===== config.mk =====
export PLATFORM = sky130hd
export DESIGN_NAME = lbuf_scan
export DESIGN_NICKNAME = d
export VERILOG_FILES = /design/src/rtl/lbuf_scan.sv
export SDC_FILE = /design/constraint.sdc
export NUM_CORES = 1
export LEC_CHECK = 0
export ABC_AREA = 1
export CAP_MARGIN = 15
export CORE_AREA = 2 2 78 110
export DETAILED_ROUTE_END_ITERATION = 8
export DIE_AREA = 0 0 80 112
export DONT_BUFFER_PORTS = 1
export PLACE_DENSITY_LB_ADDON = 0.25
export SLEW_MARGIN = 5
export SYNTH_ARGS = -nofsm -noshare
export SYNTH_HDL_FRONTEND = slang
export SYNTH_SLANG_ARGS = --single-unit

===== constraint.sdc =====
create_clock -name sys_clk -period 1.79 [get_ports sys_clk]
set_input_delay 0.0895 -clock sys_clk [delete_from_list [all_inputs] [get_ports sys_clk]]
set_output_delay 0.0895 -clock sys_clk [all_outputs]
set_load 0.01 [all_outputs]

===== src/rtl/lbuf_scan.sv =====
// lbuf_scan -- display-side line-buffer scanner.
//
// Once a line starts, it reads 32-bit words from the line buffer. Each word
// is split into two 16-bit pixels, and one pixel is emitted per pix_en
// strobe. After both halves of a word are shown, the word is cleared to
// background (bgw) so the buffer can be reused on the next line. The two
// line buffers swap roles at every qualified line start.
//
// Ports:
//   sys_clk    in   sole clock, rising edge
//   resetl     in   synchronous active-low reset
//   pix_en     in   pixel strobe, one pixel consumed per strobe
//   hstart     in   line-start pulse, qualified by vactive
//   vactive    in   vertical active
//   hwidth     in   pixels per line (sampled at a qualified hstart)
//   bigend     in   1: first pixel is lbrd[31:16]; 0: first pixel is lbrd[15:0]
//   lbrd       in   line-buffer read data, valid one clock after lbra changes
//   lbra       out  line-buffer read/clear word address
//   lbufa/b    out  display-side buffer select (complementary)
//   bgw        out  background-clear strobe for the word at lbra
//   pix        out  pixel data (holds while pix_valid is low)
//   pix_valid  out  pixel qualifier
//   underrun   out  sticky: a strobe arrived with no pixel ready
module lbuf_scan (
    input  logic        sys_clk,
    input  logic        resetl,
    input  logic        pix_en,
    input  logic        hstart,
    input  logic        vactive,
    input  logic [9:0]  hwidth,
    input  logic        bigend,
    input  logic [31:0] lbrd,
    output logic [8:0]  lbra,
    output logic        lbufa,
    output logic        lbufb,
    output logic        bgw,
    output logic [15:0] pix,
    output logic        pix_valid,
    output logic        underrun
);

    typedef enum logic [2:0] {
        IDLE  = 3'd0,
        FETCH = 3'd1,
        LOAD  = 3'd2,
        SHOW  = 3'd3,
        CLEAR = 3'd4
    } state_t;

    state_t      state_reg, state_next;
    logic [9:0]  rem_reg, rem_next;
    logic [8:0]  lbra_reg, lbra_next;
    logic [31:0] word_reg, word_next;
    logic        half_reg, half_next;
    logic        lbufa_reg, lbufa_next;
    logic        underrun_reg, underrun_next;
    logic [15:0] pix_reg, pix_next;

    logic [15:0] cur_half;
    logic        line_start;
    logic        line_abort;
    logic        emit;
    logic        starved;

    // bigend picks which half goes first; the half pointer flips it for
    // the second pixel of the word.
    assign cur_half = (bigend ^ half_reg) ? word_reg[31:16] : word_reg[15:0];

    // A qualified hstart restarts the line from any state. An unqualified
    // hstart only matters when a line is in progress, and it aborts that line.
    assign line_start = hstart & vactive;
    assign line_abort = hstart & ~vactive & (state_reg != IDLE);

    // A pixel leaves only in SHOW. An hstart in the same cycle wins, because
    // the line it belongs to is being abandoned.
    assign emit = (state_reg == SHOW) & pix_en & ~hstart;

    // A strobe while the next word is still in flight means that pixel is lost.
    assign starved = pix_en & (rem_reg != 10'd0);

    always_comb begin
        state_next    = state_reg;
        rem_next      = rem_reg;
        lbra_next     = lbra_reg;
        word_next     = word_reg;
        half_next     = half_reg;
        lbufa_next    = lbufa_reg;
        underrun_next = underrun_reg;
        pix_next      = pix_reg;

        if (line_start) begin
            lbufa_next    = ~lbufa_reg;
            rem_next      = hwidth;
            lbra_next     = 9'd0;
            underrun_next = 1'b0;
            half_next     = 1'b0;
            state_next    = (hwidth == 10'd0) ? IDLE : FETCH;
        end else if (line_abort) begin
            state_next = IDLE;
        end else begin
            case (state_reg)
                IDLE: begin
                    state_next = IDLE;
                end
                FETCH: begin
                    if (starved) begin
                        underrun_next = 1'b1;
                    end
                    state_next = LOAD;
                end
                LOAD: begin
                    if (starved) begin
                        underrun_next = 1'b1;
                    end
                    word_next  = lbrd;
                    half_next  = 1'b0;
                    state_next = SHOW;
                end
                SHOW: begin
                    if (emit) begin
                        pix_next  = cur_half;
                        rem_next  = rem_reg - 10'd1;
                        half_next = ~half_reg;
                        // Leave after the second half, or early when an odd
                        // line width runs out on the first half.
                        if (half_reg || (rem_reg == 10'd1)) begin
                            state_next = CLEAR;
                        end
                    end
                end
                CLEAR: begin
                    if (starved) begin
                        underrun_next = 1'b1;
                    end
                    if (rem_reg == 10'd0) begin
                        state_next = IDLE;
                    end else begin
                        // 9-bit address wraps 511 -> 0 on its own.
                        lbra_next  = lbra_reg + 9'd1;
                        state_next = FETCH;
                    end
                end
                default: begin
                    state_next = IDLE;
                end
            endcase
        end
    end

    always_ff @(posedge sys_clk) begin
        if (!resetl) begin
            state_reg    <= IDLE;
            rem_reg      <= 10'd0;
            lbra_reg     <= 9'd0;
            word_reg     <= 32'd0;
            half_reg     <= 1'b0;
            lbufa_reg    <= 1'b1;
            underrun_reg <= 1'b0;
            pix_reg      <= 16'd0;
        end else begin
            state_reg    <= state_next;
            rem_reg      <= rem_next;
            lbra_reg     <= lbra_next;
            word_reg     <= word_next;
            half_reg     <= half_next;
            lbufa_reg    <= lbufa_next;
            underrun_reg <= underrun_next;
            pix_reg      <= pix_next;
        end
    end

    assign lbra      = lbra_reg;
    assign lbufa     = lbufa_reg;
    assign lbufb     = ~lbufa_reg;
    assign bgw       = (state_reg == CLEAR);
    assign pix_valid = emit;
    // The pixel is presented in the strobe cycle itself. Otherwise pix shows
    // the last pixel emitted.
    assign pix       = emit ? cur_half : pix_reg;
    assign underrun  = underrun_reg;

endmodule


==> reports/metrics.csv <==
stage,metric,value,unit
setup_path,criticalPathCategory,reg2out,
pwr,peakVddDrop,593,uV
cells_and_area,final_net_count,604,
place,place_worst_setup_slack,0.252,ns
setup_path,timing.critical_path.max_delay_family,simple AND/OR/NAND/NOR gates,
pwr,totalPowerFinal,0.00397,W
synthesis,syn_inst,510,
floorplanning,initial_core_util,44.0,%
outcome,outcome,finished clean,
synthesis,synth.net_count,562,
setup_path,timing.reg2reg.worst_path_depth,6,
clocking,cts.root.buffer_cell,clkbuf_16,
setup_path,crit_path_top_delay_cell,dfxtp_4,
job,cap_viol_max_count,0,
global_routing,number_of_antenna_violations_at_the_first_check_in_global_routing,0,
timing,clock.fmax,576,MHz
setup_path,rrSetupSlack,0.08,ns
clocking,maximum_number_of_buffers_from_clock_root_to_sink,2,
floorplanning,dieHeight,112,um
pwr,powerDensity,880,nW/um^2
global_routing,grt_first_pass_wirelength,14200,um
detailed_routing,wirelength,8950,um
setup_path,critical_path.max_stage_delay,0.39,ns
timing,hold_viol,0,
global_routing,global_route.overflow_total,0,
global_routing,grt_util_all_layers,20.0,%
cells_and_area,num_antenna_cells,0,
floorplanning,core_region_area,8000,um^2
place,routabilityCongestion,0.891,
detailed_routing,avgViaCountPerCell,5.05,
synthesis,synthesis.area_per_instance,6.91,um^2
setup_path,cp_num_cells,7,
detailed_routing,drt_pass1_iterations,4,
synthesis,yosys_register_bits,73,
cells_and_area,area.growth.synth_to_final,28.1,%
hold_path,min-delay-path-class,in2reg,
setup_path,crit_buf_inv,2,
synthesis,yosys.area.top_type,dfxtp_1,
detailed_routing,postRouteAntennaNets,0,
setup_path,rr_endpoint,word_reg[15]$_SDFFE_PN0P_,
cells_and_area,drive_above_1_share,9.53,%
clocking,clock_tree.htree_level_count,3,
timing,timing_max_transition_violations_final,0,
cells_and_area,layout.filler_cells,736,
pwr,leakagePower,1.99,nW
floorplanning,dieWidth,80,um
setup_path,setup.worst_path.start_class,flop,
global_routing,grt_pass1_vias,3214,
clocking,cts_tree,done,
place,numPortBuffers,0,
clocking,clkLatencyLatePin,0.33,ns
timing,timing.final.ws_setup,0.0552,ns
timing,tightestPinTransition,0.966,ns
detailed_routing,drc_errors,0,
global_routing,maximum_number_of_pins_on_one_net_before_global_route_repair,65,
setup_path,critPathCapture,pix[8],
detailed_routing,routed-via-count,3326,
setup_path,timing.rr.start,state_reg[2]$_SDFFE_PN0P_,
cells_and_area,largest_register_ff_count,32,
timing,fin_skew,0.00702,ns
setup_path,critical_path_arrival,1.65,ns
setup_path,required_worst_endpoint,1.70,ns
setup_path,setup.worst_path.end_class,primary output,
clocking,path_clk_slew,0.06,ns
setup_path,critPathMaxFanout,20,
floorplanning,die-area,8960,um^2
synthesis,synth_sequential_area_ratio,41.5,%
setup_path,critical_path.cell_chain,"nand2_2, nor2_4, nand2_4, buf_12, nand2_1, a21boi_2, inv_1",
synthesis,synth_area,3520,um^2
detailed_routing,detailedRoute.firstIterationViolations,226,
floorplanning,boundaryPins,78,
timing,fin_tns_setup,0,ns
timing,layout_min_cycle_time,1.73,ns
place,dp_hpwl,5780,um
synthesis,synth.distinct_cells,32,
detailed_routing,wl_per_cell,13.6,um
floorplanning,placementRows,39,
clocking,number_of_clock_sinks,73,
synthesis,synthTopCellsByArea,"dfxtp_1 (41%), nand2_1 (10%), inv_1 (9.0%)",
timing,max-slew-margin-rel,35.6,%
synthesis,synth.top_cell.area_share,41.5,%
timing,setup_violations,0,
timing,finalCritPeriodShare,96.9,%
setup_path,critPathLaunch,state_reg[1]$_SDFFE_PN0P_,
synthesis,yosys_warnings,0,
clocking,number_of_cts_inserted_buffers,9,
synth_stat cells:
| cell type | number |
|---|---|
| nand4_1 | 2 |
| o2111ai_1 | 1 |
| inv_2 | 1 |
| o21bai_1 | 2 |
| nor2_4 | 2 |
| clkbuf_1 | 14 |
| xor2_1 | 8 |
| o21ai_1 | 2 |
| nor3_1 | 3 |
| a22oi_1 | 1 |
| a2bb2oi_1 | 1 |
| xnor2_2 | 1 |
| nand2_1 | 94 |
| inv_1 | 84 |
| a21oi_2 | 1 |
| nand4_2 | 1 |
| buf_4 | 3 |
| nor2_1 | 47 |
| a21oi_1 | 52 |
| dfxtp_1 | 73 |
| a31oi_1 | 3 |
| a21boi_1 | 16 |
| nand3b_1 | 1 |
| buf_2 | 5 |
| o21ai_0 | 57 |
| nand2_2 | 3 |
| nand3_1 | 24 |
| clkinv_1 | 1 |
| nor2_2 | 1 |
| o22ai_1 | 1 |
| ha_1 | 4 |
| nor3b_1 | 1 |
kinds of logic (layout without fill, tap and decap cells):
kind of cell | after synthesis | in the layout | synth area share, %
and+or+nand+nor | 179 | 179 | 21.4
AOI/OAI and AO/OA | 137 | 137 | 21.3
buffers and inverters | 108 | 154 | 12.0
DFF | 73 | 73 | 41.5
xor gates and xnor gates | 9 | 9 | 2.45
adders and majority gates | 4 | 4 | 1.42
worst reg2reg max path, stage by stage, from the launching register on:
cell and delay (ns):
dfxtp_1 0.35, inv_2 0.12, nand4_4 0.15, buf_12 0.20
o21ai_0 0.15, dlygate4sd3_1 0.58, a21oi_1 0.04
routing by layer:
layer	global-route usage [%]	up-vias	wire length, um
met4	9.15	0	218
met5	0	-	0
met1	22.7	1516	3740
met3	4.70	18	429
met2	34.6	93	4570
li1	-	1699	-
power by group:
| group | internal (W) | switching, W | total (W) |
|---|---|---|---|
| logic | 0.000169 | 0.000224 | 0.000393 |
| registers | 0.00167 | 0.0000286 | 0.00170 |
| clock network | 0.00121 | 0.000675 | 0.00188 |
| total | 0.00305 | 0.000928 | 0.00397 |
metrics by stage:
| stage | instances | hold WS [ns] | util, % | area, um^2 |
|---|---|---|---|---|
| final | 658 | 0.0703 | 56.4 | 4510 |
| after global routing | 658 | 0.0885 | 56.4 | 4510 |
| after CTS | 654 | 0.00121 | 54.5 | 4360 |
| after detailed placement | 599 | 0.231 | 45.4 | 3630 |
| after global placement | 599 | 0.233 | 45.4 | 3630 |
| after floorplan | 510 | 0.228 | - | 3520 |
area by class of cell:
class	instances	area [um^2]	share of cell area [%]
Clock buffer	9	225	4.99
Tap cell	102	128	2.83
Timing Repair Buffer	53	564	12.5
Clock inverter	6	83.8	1.86
Inverter	86	330	7.32
Multi-Input combinational cell	329	1720	38.0
Sequential cell	73	1470	32.5
placed cells by master, fill, tap and decap left out, types with 2 or more instances in the layout:
master / n
nand4_1: 2
xor2_1: 8
nand3_1: 24
inv_1: 82
inv_2: 2
a21boi_4: 2
a21boi_1: 3
clkinv_2: 3
o21ai_0: 56
dfxtp_1: 71
nor2_4: 2
nor2_1: 47
bufinv_16: 2
nand2_1: 94
ha_1: 4
buf_12: 3
nor3_1: 3
a21oi_1: 52
a21boi_2: 11
o21ai_1: 3
clkbuf_16: 10
nand2_2: 2
buf_4: 6
a31oi_1: 3
o21bai_1: 2
dlygate4sd3_1: 41
how the worst min path moves through the flow:
stage	end	slack, ns	cells after the start	from
after floorplan	rem_reg[4]$_SDFFE_PN0P_	0.23	2	resetl
after global placement	word_reg[15]$_SDFFE_PN0P_	0.23	2	resetl
after detailed placement	state_reg[1]$_SDFFE_PN0P_	0.23	2	resetl
after CTS	word_reg[14]$_SDFFE_PN0P_	0.001	2	lbrd[14]
after global routing	rem_reg[5]$_SDFFE_PN0P_	0.09	4	hwidth[5]
final	rem_reg[5]$_SDFFE_PN0P_	0.07	4	hwidth[5]
what timing repair did:
item                                   4_1_cts  5_1_grt
setup endpoints to repair                   16       32
gates cloned                                 0        1
gates resized for setup                      7       27
endpoints found under the hold margin       43        2
hold buffers                                40        2
buffers inserted                             0        1
No activity file was read; power rests on OpenSTA's default activity.
